### src/rtl/tinysoc_user_module_pkg.sv
// Shared definitions for the tinysoc user-slot CPU.
// Holds the data/instruction/PC widths, the opcode and ALU funct encodings,
// the instruction field positions and the load/exec phase enum.
package tinysoc_user_module_pkg;

    localparam int unsigned DATA_W  = 8;
    localparam int unsigned INSTR_W = 12;
    localparam int unsigned PC_W    = 4;
    localparam int unsigned CHUNK_W = 6;
    localparam int unsigned CNT_W   = 5;

    typedef logic [DATA_W-1:0]  data_t;
    typedef logic [INSTR_W-1:0] instr_t;
    typedef logic [PC_W-1:0]    pc_t;

    // Opcodes; every other encoding executes as a NOP.
    localparam logic [2:0] OP_ALU  = 3'b000;
    localparam logic [2:0] OP_BEQZ = 3'b010;
    localparam logic [2:0] OP_IMM  = 3'b011;
    localparam logic [2:0] OP_JUMP = 3'b100;

    localparam logic [2:0] FN_ADD  = 3'b000;
    localparam logic [2:0] FN_SUB  = 3'b001;
    localparam logic [2:0] FN_AND  = 3'b010;
    localparam logic [2:0] FN_OR   = 3'b011;
    localparam logic [2:0] FN_XOR  = 3'b100;
    localparam logic [2:0] FN_SHL  = 3'b101;
    localparam logic [2:0] FN_SHR  = 3'b110;
    localparam logic [2:0] FN_PASS = 3'b111;

    // Instruction field positions.
    localparam int unsigned OP_MSB    = 11;
    localparam int unsigned OP_LSB    = 9;
    localparam int unsigned RD_MSB    = 8;
    localparam int unsigned RD_LSB    = 7;
    localparam int unsigned RS1_MSB   = 6;
    localparam int unsigned RS1_LSB   = 5;
    localparam int unsigned RS2_MSB   = 4;
    localparam int unsigned RS2_LSB   = 3;
    localparam int unsigned FUNCT_MSB = 2;
    localparam int unsigned IMM_MSB   = 6;
    localparam int unsigned TGT_MSB   = 3;

    typedef enum logic {StLoad, StExec} phase_e;

endpackage

### src/rtl/tinysoc_alu.sv
// Purely combinational 8-bit ALU.
// Ports: a, b - operands; funct - operation select; y - result.
module tinysoc_alu
    import tinysoc_user_module_pkg::*;
(
    input  logic [7:0] a,
    input  logic [7:0] b,
    input  logic [2:0] funct,
    output logic [7:0] y
);

    always_comb begin
        y = a;
        case (funct)
            FN_ADD:  y = a + b;
            FN_SUB:  y = a - b;
            FN_AND:  y = a & b;
            FN_OR:   y = a | b;
            FN_XOR:  y = a ^ b;
            FN_SHL:  y = {a[6:0], 1'b0};
            FN_SHR:  y = {1'b0, a[7:1]};
            FN_PASS: y = a;
            default: y = a;
        endcase
    end

endmodule

### src/rtl/tinysoc_user_module.sv
// Tiny 4-register 8-bit CPU for a TinyTapeout user slot.
// After reset the 16x12 program memory is loaded 6 bits per clock from the
// input pins, then the program runs forever, one instruction per clock.
// Ports: io_in[0] - clock; io_in[1] - async active-high reset;
//        io_in[7:2] - program chunk (load phase only);
//        io_out - R3 while executing, 0 during reset and load.
module tinysoc_user_module
    import tinysoc_user_module_pkg::*;
(
    input  logic [7:0] io_in,
    output logic [7:0] io_out
);

    logic               clk;
    logic               rst;
    logic [CHUNK_W-1:0] chunk;

    assign clk   = io_in[0];
    assign rst   = io_in[1];
    assign chunk = io_in[7:2];

    phase_e             phase_q, phase_d;
    logic [CNT_W-1:0]   cnt_q;
    logic [CHUNK_W-1:0] low_q;
    instr_t             imem [16];
    data_t              regs [4];
    pc_t                pc_q, pc_d;

    logic load_active;
    logic exec_active;
    logic imem_we;

    // ---------------- load/exec phase FSM ----------------
    always_ff @(posedge clk or posedge rst) begin
        if (rst) begin
            phase_q <= StLoad;
        end else begin
            phase_q <= phase_d;
        end
    end

    always_comb begin
        phase_d = phase_q;
        // The odd cycle that writes imem[15] is the last load cycle.
        if (phase_q == StLoad && cnt_q == 5'd31) begin
            phase_d = StExec;
        end
    end

    always_comb begin
        load_active = (phase_q == StLoad);
        exec_active = (phase_q == StExec);
        imem_we     = load_active & cnt_q[0];
        io_out      = exec_active ? regs[3] : '0;
    end

    // ---------------- serial program load ----------------
    always_ff @(posedge clk or posedge rst) begin
        if (rst) begin
            cnt_q <= '0;
            low_q <= '0;
        end else if (load_active) begin
            cnt_q <= cnt_q + 5'd1;
            if (!cnt_q[0]) begin
                low_q <= chunk;
            end
        end
    end

    // Program memory survives reset.
    always_ff @(posedge clk) begin
        if (imem_we) begin
            imem[cnt_q[4:1]] <= {chunk, low_q};
        end
    end

    // ---------------- decode / execute ----------------
    instr_t     instr;
    logic [2:0] op;
    logic [1:0] rd, rs1, rs2;
    logic [2:0] funct;
    logic [6:0] imm7;
    pc_t        tgt;
    data_t      alu_y;
    logic       rf_we;
    data_t      rf_wdata;

    always_comb begin
        instr = imem[pc_q];
        op    = instr[OP_MSB:OP_LSB];
        rd    = instr[RD_MSB:RD_LSB];
        rs1   = instr[RS1_MSB:RS1_LSB];
        rs2   = instr[RS2_MSB:RS2_LSB];
        funct = instr[FUNCT_MSB:0];
        imm7  = instr[IMM_MSB:0];
        tgt   = instr[TGT_MSB:0];
    end

    tinysoc_alu u_alu (
        .a     (regs[rs1]),
        .b     (regs[rs2]),
        .funct (funct),
        .y     (alu_y)
    );

    always_comb begin
        rf_we    = 1'b0;
        rf_wdata = alu_y;
        pc_d     = pc_q + 4'd1;
        case (op)
            OP_ALU: begin
                rf_we = 1'b1;
            end
            OP_BEQZ: begin
                if (regs[rd] == '0) begin
                    pc_d = tgt;
                end
            end
            OP_IMM: begin
                rf_we    = 1'b1;
                rf_wdata = {1'b0, imm7};
            end
            OP_JUMP: begin
                pc_d = regs[rs2][PC_W-1:0];
            end
            default: ;
        endcase
    end

    always_ff @(posedge clk or posedge rst) begin
        if (rst) begin
            pc_q <= '0;
            for (int i = 0; i < 4; i++) begin
                regs[i] <= '0;
            end
        end else if (exec_active) begin
            pc_q <= pc_d;
            if (rf_we) begin
                regs[rd] <= rf_wdata;
            end
        end
    end

endmodule

### config.mk
export PLATFORM = sky130hd
export DESIGN_NAME = tinysoc_user_module
export DESIGN_NICKNAME = d
export VERILOG_FILES = /design/src/rtl/tinysoc_user_module_pkg.sv /design/src/rtl/tinysoc_alu.sv /design/src/rtl/tinysoc_user_module.sv
export SDC_FILE = /design/constraint.sdc
export NUM_CORES = 1
export LEC_CHECK = 0
export BUFFER_PORTS_ARGS = -buffer_cell sky130_fd_sc_hd__buf_2
export CAP_MARGIN = 20
export CELL_PAD_IN_SITES_DETAIL_PLACEMENT = 1
export CELL_PAD_IN_SITES_GLOBAL_PLACEMENT = 1
export CORE_MARGIN = 3
export CORE_UTILIZATION = 54
export DETAILED_ROUTE_END_ITERATION = 6
export PLACE_DENSITY = 0.91
export SYNTH_ARGS = -nofsm -noshare
export SYNTH_HDL_FRONTEND = slang
export SYNTH_SLANG_ARGS = --single-unit
### constraint.sdc
create_clock -name io_in -period 5.49 [get_ports io_in]
set_input_delay 0.549 -clock io_in [delete_from_list [all_inputs] [get_ports io_in]]
set_output_delay 0.549 -clock io_in [all_outputs]
set_load 0.1 [all_outputs]
Word-level counts from Yosys, hierarchy flattened

Memory sizes are Yosys's and may differ from the RTL's.
Cells that the tools add are included.

Bits in registers: 48
Memory bits (writable): 192
Input bits: 8
Memories: 1

Memories:

| memory | depth | width | read ports | clocked after Yosys merged registers in | write ports | line                      | text |
|---|---|---|---|---|---|---|---|
| imem   | 16    | 12    | 1          | 0                                       | 1           | tinysoc_user_module.sv:25 | `instr_t imem [16];` |

Add/sub/neg operators: 4
Magnitude comparators: 4
Equal/unequal tests: 11
Mux-type cells: 20
Bitwise logic cells: 9
Reduce and logical (&&, ||, !) cells: 8

Operators by type and width:

| cell                                                                          | count |
|---|---|
| 8-bit two-way mux                                                             | 9 |
| 8-bit case mux with 8 select lines                                            | 1 |
| 8-bit binary-select mux with 2-bit select                                     | 3 |
| 32-bit bitwise mux                                                            | 1 |
| 8-bit demux with 2-bit select                                                 | 1 |
| 3-bit equality test (second input constant)                                   | 5 |
| 3-bit by 2-bit equality test with 1-bit output (second input constant)        | 4 |
| 3-bit >= comparator (second input constant)                                   | 3 |
| 2-bit inverter with 3-bit output                                              | 3 |
| 8-bit adder                                                                   | 1 |
| 8-bit bitwise AND                                                             | 1 |
| 8-bit logical NOT                                                             | 1 |
| 8-bit bitwise OR                                                              | 1 |
| 4-bit case mux with 2 select lines                                            | 1 |
| 8-bit subtractor                                                              | 1 |
| 8-bit bitwise XOR                                                             | 1 |
| 3-bit logical NOT                                                             | 2 |
| 5-bit by 1-bit adder with 5-bit output (second input constant)                | 1 |
| 5-bit equality test (second input constant)                                   | 1 |
| 4-bit by 1-bit adder with 4-bit output (second input constant)                | 1 |
| 4-bit two-way mux                                                             | 1 |
| 2-bit AND reduction                                                           | 2 |
| 3-bit by 1-bit equality test with 1-bit output (second input constant)        | 1 |
| 3-bit by 1-bit less-than comparator with 1-bit output (second input constant) | 1 |
| other kinds (5)                                                               | 9 |

Depth between registers and ports, before layout

Gate-level depths: netlist (run 1).
An unclocked memory read counts as a cell.

Depth after elaboration: 9
Depth in mapped cells: 22
Mapped depth without buffers: 18

Modules after synthesis

From an unflattened synthesis (run 1), not the netlist that was laid out.

Cells, all modules: 720
Area total of the unflattened synthesis: 11,466.0 µm²

Modules (own cells, without submodules):

| module              | instances | cells an instance | area an instance (µm²) | sequential area each (µm²) |
|---|---|---|---|---|
| tinysoc_user_module | 1         | 557               | 10,267.3               | 6,966.7 |
| tinysoc_alu         | 1         | 163               | 1,198.6                | 0.0 |

Least setup slack after synthesis (run 1)

No wires, ideal clock.

Kind: register -> register
Start point: register pc_q[1]
End point: register regs[15] (netlist name)
Library setup time: 0.141 ns
Data arrival time: 4.181 ns
Data required time: 5.349 ns
Slack: 1.168 ns
Stages on the path, launching flop included: 20
Buffers on the path: 1
Cell sequence: dfrtp_1 -> mux4_1 -> mux2i_4 -> buf_6 -> mux2_2 -> a221oi_1 -> mux2_2 -> and2_1 -> nor2_1 -> xnor2_1 -> ha_1 -> a21oi_1 -> nor2b_1 -> o21ai_0 -> nand2b_1 -> a41oi_1 -> o31ai_1 -> or2_1 -> mux2i_2 -> o32ai_1

Cells in the longest elaborated chain, start to end: 9

Ends and longest elaborated chain:

| what                                                                | line                                                   | text |
|---|---|---|
| start, declared                                                     | tinysoc_user_module.sv:27                              | `pc_t pc_q, pc_d;` |
| start signal, assigned                                              | tinysoc_user_module.sv:137                             | `pc_q <= pc_d;` |
| memory 16 x 12 bit (*)                                              | n/a                                                    |  |
| 2-bit inverter with 3-bit output, on equally long branches          | tinysoc_user_module.sv:100, tinysoc_user_module.sv:101 |  |
| 8-bit binary-select mux with 2-bit select, on equally long branches | tinysoc_user_module.sv:100, tinysoc_user_module.sv:101 |  |
| 8-bit two-way mux, on equally long branches (2 in a row)            | n/a                                                    |  |
| 8-bit subtractor (tied with other cells)                            | tinysoc_alu.sv:16                                      | `FN_SUB: y = a - b;` |
| 8-bit case mux with 8 select lines                                  | tinysoc_alu.sv:14                                      | `case (funct)` |
| 8-bit two-way mux                                                   | tinysoc_user_module.sv:110                             | `case (op)` |
| 32-bit bitwise mux                                                  | tinysoc_user_module.sv:139                             | `regs[rd] <= rf_wdata;` |
| end signal, assigned by index                                       | tinysoc_user_module.sv:139                             |  |
| end, declared                                                       | tinysoc_user_module.sv:26                              | `data_t regs [4];` |

Mark *: on every way between the ends. The rest lies on a longest branch, timed or not. The select of a mux whose other input is x is not followed.
A chain may end at the register's enable or synchronous reset.

Worst setup path after layout (run 1)

Start point: register pc_q[1]
End point: register regs[31] (netlist name)

The elaborated chain is that of the path after synthesis.

==> flow_summary.yaml, run 1 <==
setup_path:
  end_kind: "flop"
  path_cells: "mux4_1 > mux2i_4 > mux2_1 > a221oi_1 > mux2_2 > and2_1 > nor2_1 > xnor2_1 > ha_1 > a21oi_1 > nor2b_1 > o21ai_0 > nand2b_1 > nor3_1 > o31ai_1 > or2_1 > mux2i_2 > o32ai_1"
  crit_fanout: 8
  cp_slowest_cell: "mux4_1"
  required_ns: 5.87
  crit_type: "reg -> reg"
  critical_path_arrival_ns: 5.68
  slowest_delay_ns: 0.69
  startpoint_type: "flop"
logic_synthesis:
  syn-num-nets: 805
  synth_edf_count: 192
  synth_top_area_share: 0.488
  ys_warn_count: 0
  synth_area_um2: 11800
  synth_seq_cells: 240
  synthArstFlopShare: 0.200
  yosysUniqueCellTypes: 76
  yosys_most_used_dff: "edfxtp_1"
  syn_inst: 773
  yosysSeqAreaShare: 0.590
  synth_area_per_cell_um2: 15.3
  synth.largest_area_cell: "edfxtp_1"
  synth_area_leaders: "edfxtp_1, dfrtp_1, mux4_2, mux2_2, mux4_1"
status:
  outcome: "finished with violations"
  violations: "hold timing"
layout:
  layout.cells.non_filler: 1165
  final_util: 0.650
  fillCellCount: 1904
  layout_common_cells: "edfxtp_1, inv_1, clkbuf_16, dfrtp_1, mux2_2"
  nNetsFinal: 895
  layout_commonest_cell: "edfxtp_1"
  seqCellArea_um2: 6970
  drive_gt1_frac: 0.245
  multi_input_area_um2: 4490
  antenna_cells: 0
  synthToLayoutAreaGrowth_pct: 16.8
placement:
  gp_congestion: 0.926
  dp.cells: 1040
  io_buffers: 8
  dp_hpwl_mm: 20.6
  pre_cts_ws_ns: 0.204
floorplan:
  dieArea_um2: 23700
  die_x_um: 154
  die_h_um: 154
  initial_core_util: 0.556
  row_count: 53
  core_um2: 21200
  ios: 16
global_route:
  grt_overflow: 0
  antenna_found_initial: 0
  grtUsageMet2: 0.533
  grt_pass1_wl_mm: 58.3
  grt_usage: 0.342
  grtUsageMet1: 0.399
  grt_pass1_vias: 9188
  grt-busiest-layer: "met2"
  grtUsageMet3: 0.126
  grt_max_degree: 32
pwr:
  power_leakage_uw: 0.00557
  p_per_area_nw_per_um2: 389
  irDropWorstVdd_uv: 357
sta:
  hold_violations: 102
  fin_tns_setup_ns: 0
  rsz0062_at_grt: "false"
  fmax_mhz: 189
  post-route-period-util: 0.964
  setup_violations: 0
  period_minus_slack_ns: 5.29
  hold_slack_ns: -0.186
  drv_slew: 0
  slew_headroom: 0.270
  finalClockSkew_ns: 0.0372
  tightest_slew_ns: 1.09
  fin_ws_ns: 0.197
cts:
  path_clk_slew_ns: 0.07
  insertion_delay_ns: 0.54
  cts_tree: "done"
  hold_buffers: 0
route:
  drtIter0Drc: 1141
  drt_first_pass_iters: 5
  postRouteAntennaNets: 0
  routedWlPerCell_um: 33.3
  vias: 8216
  via_per_inst: 7.05
  drc: 0
  wirelength_mm: 38.8
job:
  cap_violations: 0
worst_hold_path:
  hp-class: "clk -> reg"
## per-layer routing
layer / part of all wire / wire length, µm
met3: 0.095 / 3700
met5: 0 / 0
met2: 0.50 / 19200
met1: 0.36 / 13900
met4: 0.051 / 1970
## metrics by stage
| stage | total power [µW] | hold slack [ns] | cell area, µm² |
|---|---|---|---|
| after floorplan | 2340 | 0.0989 | 11800 |
| after global placement | 2340 | 0.0989 | 12200 |
| after detailed placement | 2340 | 0.0989 | 12200 |
| after CTS | 5430 | -0.192 | 13700 |
| after global routing | 5580 | -0.187 | 13800 |
| final | 5370 | -0.186 | 13800 |
## repair_timing
action                     4_1_cts  5_1_grt
setup endpoints to repair        0       12
resized for setup                0        5
setup buffers                    0        1
hold endpoints to repair         0        0
## flip-flops by register name (all words and copies together) (netlist names)
signal	flops
pc_q	4
regs	32
cnt_q	5
exec_active	1
low_q	6
imem	192
## power by group
group	switching, µW	internal (µW)	leakage, µW
registers	0	2180	0.00291
clock network	1410	1770	0.000994
logic	0	0	0.00166
## synthesized netlist by cell type, types with 3 or more instances
cell type,instances
nand2b_1,12
mux2i_1,37
and4_1,7
o32ai_1,3
mux4_1,15
xnor2_1,13
o21ai_0,19
nor3_1,8
buf_2,12
xor2_1,3
buf_6,7
edfxtp_1,192
a211oi_1,14
o31ai_1,3
mux2_2,42
inv_2,5
o21a_1,4
nor2_1,39
dfrtp_1,48
o211ai_1,8
buf_4,4
nand2_1,28
nor2b_1,8
and2_1,14
clkbuf_1,12
ha_1,23
inv_1,31
nand3_1,7
a221oi_1,7
nor4_1,12
mux2_4,3
a21oi_1,18
mux4_2,41
o211a_1,8
o22ai_1,6
and2b_1,3
## critical path, delay by kind of cell, from the launching register on
kind / cells / cell delay [ns]
mux: 5 / 1.97
compound gates: 5 / 1.16
simple gates: 6 / 0.98
flops: 1 / 0.51
fa+ha+maj: 1 / 0.37
xor+xnor: 1 / 0.13
## kinds of logic after synthesis
kind of cell,after synthesis,synth area share
buffers and inverters,75,0.0336
adders and majority gates,24,0.0261
and+or+nand+nor,156,0.0707
DFF,240,0.590
muxes,143,0.193
AOI/OAI and AO/OA,118,0.0732
xor gates and xnor gates,17,0.0132
## area by class of cell
class | instances | share of cell area
well taps | 275 | 0.0250
repair buffers | 31 | 0.0181
clock inverters | 65 | 0.0240
flip-flops and latches | 240 | 0.506
inverters | 37 | 0.0101
clock buffers | 59 | 0.0916
multi-input cells | 458 | 0.326
## final timing paths
kind	slack [ns]	to	startpoint	cells after the start
worst max-delay path	0.20	regs[31]$_DFFE_PP0P_	pc_q[1]$_DFFE_PP0P_	18
min in group asynchronous	2.27	regs[31]$_DFFE_PP0P_	io_in[1]	3
worst min register to register	0.61	regs[15]$_DFFE_PP0P_	regs[15]$_DFFE_PP0P_	2
max in group asynchronous	3.06	pc_q[0]$_DFFE_PP0P_	io_in[1]	3
worst max register to register	0.20	regs[31]$_DFFE_PP0P_	pc_q[1]$_DFFE_PP0P_	18
worst min-delay path	-0.19	imem[5][6]$_DFFE_PP_	io_in[2]	2
Power figures use the tool's default switching activity.
==> run 2, diff against run 1 <==
--- a/config.mk
+++ b/config.mk
@@ -7,12 +7,10 @@
 export LEC_CHECK = 0
 export BUFFER_PORTS_ARGS = -buffer_cell sky130_fd_sc_hd__buf_2
 export CAP_MARGIN = 20
-export CELL_PAD_IN_SITES_DETAIL_PLACEMENT = 1
-export CELL_PAD_IN_SITES_GLOBAL_PLACEMENT = 1
 export CORE_MARGIN = 3
-export CORE_UTILIZATION = 54
+export CORE_UTILIZATION = 60
 export DETAILED_ROUTE_END_ITERATION = 6
-export PLACE_DENSITY = 0.91
+export PLACE_DENSITY = 0.87
 export SYNTH_ARGS = -nofsm -noshare
 export SYNTH_HDL_FRONTEND = slang
 export SYNTH_SLANG_ARGS = --single-unit
==> run 2 against run 1 <==
The run still ends with hold timing left. Die area is 9.6% lower. Worst hold slack got worse by 0.014 ns. Core utilization increased by 7.5 points. Sequential share of layout area hardly changed. Setup slack better by 0.14 ns. Clock power grew 1%. Non-clock buffer count rose by 2. Critical path depth unchanged. Largest cell class unchanged.
==> flow_summary.yaml, run 2 (synthesis gave the netlist of run 1 again) <==
floorplan:
  ios: 16
  row_count: 50
  die_h_um: 146
  core_um2: 19000
  dieArea_um2: 21400
  initial_core_util: 0.621
  die_x_um: 146
layout:
  antenna_cells: 0
  layout.cells.non_filler: 1152
  fillCellCount: 1136
  fin_area_um2: 13800
  layout_commonest_cell: "edfxtp_1"
  drive_gt1_frac: 0.246
  final_util: 0.725
  largest_reg_flops: 192
  nNetsFinal: 897
  synthToLayoutAreaGrowth_pct: 16.8
  layout_common_cells: "edfxtp_1, inv_1, clkbuf_16, dfrtp_1, mux2_2"
pwr:
  p_clk_frac: 0.596
  p_comb_frac: 0
  irDropWorstVdd_uv: 588
  power_leakage_uw: 0.00557
  pwr-share-seq: 0.404
  p_switching_uw: 1410
  p_per_area_nw_per_um2: 392
  swShare: 0.260
  p_int_uw: 3990
global_route:
  grt_pass1_vias: 8742
  antenna_found_initial: 0
  grt_max_degree: 32
  grt_overflow: 0
  grt_pass1_wl_mm: 49.4
  grt_usage: 0.319
sta:
  period_minus_slack_ns: 5.16
  hold_slack_ns: -0.200
  fin_tns_setup_ns: 0
  fmax_mhz: 194
  post-route-period-util: 0.939
  fin_ws_ns: 0.333
  slew_headroom: 0.283
  rsz0062_at_grt: "false"
  tightest_slew_ns: 1.07
  setup_violations: 0
  finalClockSkew_ns: 0.0278
  hold_violations: 102
  drv_slew: 0
status:
  outcome: "finished with violations"
  violations: "hold timing"
setup_path:
  startpoint_type: "flop"
  crit_type: "reg -> reg"
  end_kind: "flop"
  crit_fanout: 14
  critical_path_arrival_ns: 5.54
  required_ns: 5.87
job:
  cap_violations: 0
cts:
  cts_tree: "done"
  path_clk_slew_ns: 0.08
  post_cts_resized: 0
  hold_buffers: 0
  insertion_delay_ns: 0.55
  cts_setup_buffers: 0
route:
  wirelength_mm: 32.9
  postRouteAntennaNets: 0
  drc: 0
  drtIter0Drc: 1035
  vias: 8069
  drt_first_pass_iters: 5
  via_per_inst: 7.00
  routedWlPerCell_um: 28.6
placement:
  dp.cells: 1029
  dp_hpwl_mm: 18.0
  gp_congestion: 0.921
  pre_cts_ws_ns: 0.431
  io_buffers: 8
  place_area_um2: 12200
worst_hold_path:
  hp-class: "clk -> reg"
[run 2: changes by cell type in the layout (fill, tap and decap cells not counted), moves of 3 or more]
cell	before	now
buf_4	19	24
clkbuf_1	9	4
clkinv_1	4	7
clkinvlp_4	0	4
inv_4	5	2
[run 2: power groups by stage]
stage | Clock [µW] | Sequential, µW | Combinational, µW
6_report | 3220 | 2180 | 0.00166
5_1_grt | 3400 | 2180 | 0.00166
3_3_place_gp | 111 | 2230 | 0.00166
3_5_place_dp | 111 | 2230 | 0.00166
2_1_floorplan | 111 | 2230 | 0.00163
4_1_cts | 3270 | 2180 | 0.00166
[run 2: layout make-up]
| cell class | count | area [µm²] | share of cell area |
|---|---|---|---|
| Multi-Input combinational cell | 458 | 4470 | 0.324 |
| Tap cell | 260 | 325 | 0.0236 |
| Inverter | 37 | 139 | 0.0101 |
| Clock inverter | 73 | 450 | 0.0327 |
| Timing Repair Buffer | 33 | 240 | 0.0174 |
| Clock buffer | 51 | 1190 | 0.0864 |
| Sequential cell | 240 | 6970 | 0.506 |
[run 2: path summary, 6_finish.rpt]
| kind | start | endpoint | slack (ns) | cells after the start |
|---|---|---|---|---|
| hold / removal | io_in[5] | imem[3][9]$_DFFE_PP_ | -0.20 | 2 |
| min in group asynchronous | io_in[1] | low_q[2]$_DFFE_PP0P_ | 2.26 | 3 |
| max in group asynchronous | io_in[1] | pc_q[0]$_DFFE_PP0P_ | 3.09 | 3 |
| setup / recovery | pc_q[2]$_DFFE_PP0P_ | regs[23]$_DFFE_PP0P_ | 0.33 | 18 |
| hold reg to reg | cnt_q[0]$_DFFE_PP0N_ | cnt_q[0]$_DFFE_PP0N_ | 0.55 | 1 |
| setup reg to reg | pc_q[2]$_DFFE_PP0P_ | regs[23]$_DFFE_PP0P_ | 0.33 | 18 |
[run 2: metrics by stage]
stage	total power [µW]	hold WS, ns
2_1_floorplan	2340	0.0989
3_3_place_gp	2340	0.0989
3_5_place_dp	2340	0.0989
4_1_cts	5450	-0.205
5_1_grt	5580	-0.205
6_report	5400	-0.200
[run 2: layer usage]
metal	GRT usage	vias to the layer above	wire, µm
li1	-	3247	-
met1	0.346	3951	11100
met2	0.497	692	16400
met3	0.127	179	3360
met4	0.258	0	2040
met5	0	-	0
[run 2: critical path: stages, from the launching register on]
cell and delay (ns):
dfrtp_1 0.80, mux2i_1 0.22, a22oi_1 0.80, and4_1 0.32
a211oi_1 0.06, mux2_2 0.36, and2_1 0.20, nor2_1 0.12
xnor2_1 0.15, ha_1 0.33, a21oi_1 0.28, nor2b_1 0.11
o21ai_0 0.17, nand2b_1 0.10, a41oi_1 0.23, o31ai_1 0.12
or2_1 0.23, mux2i_2 0.25, o32ai_1 0.16
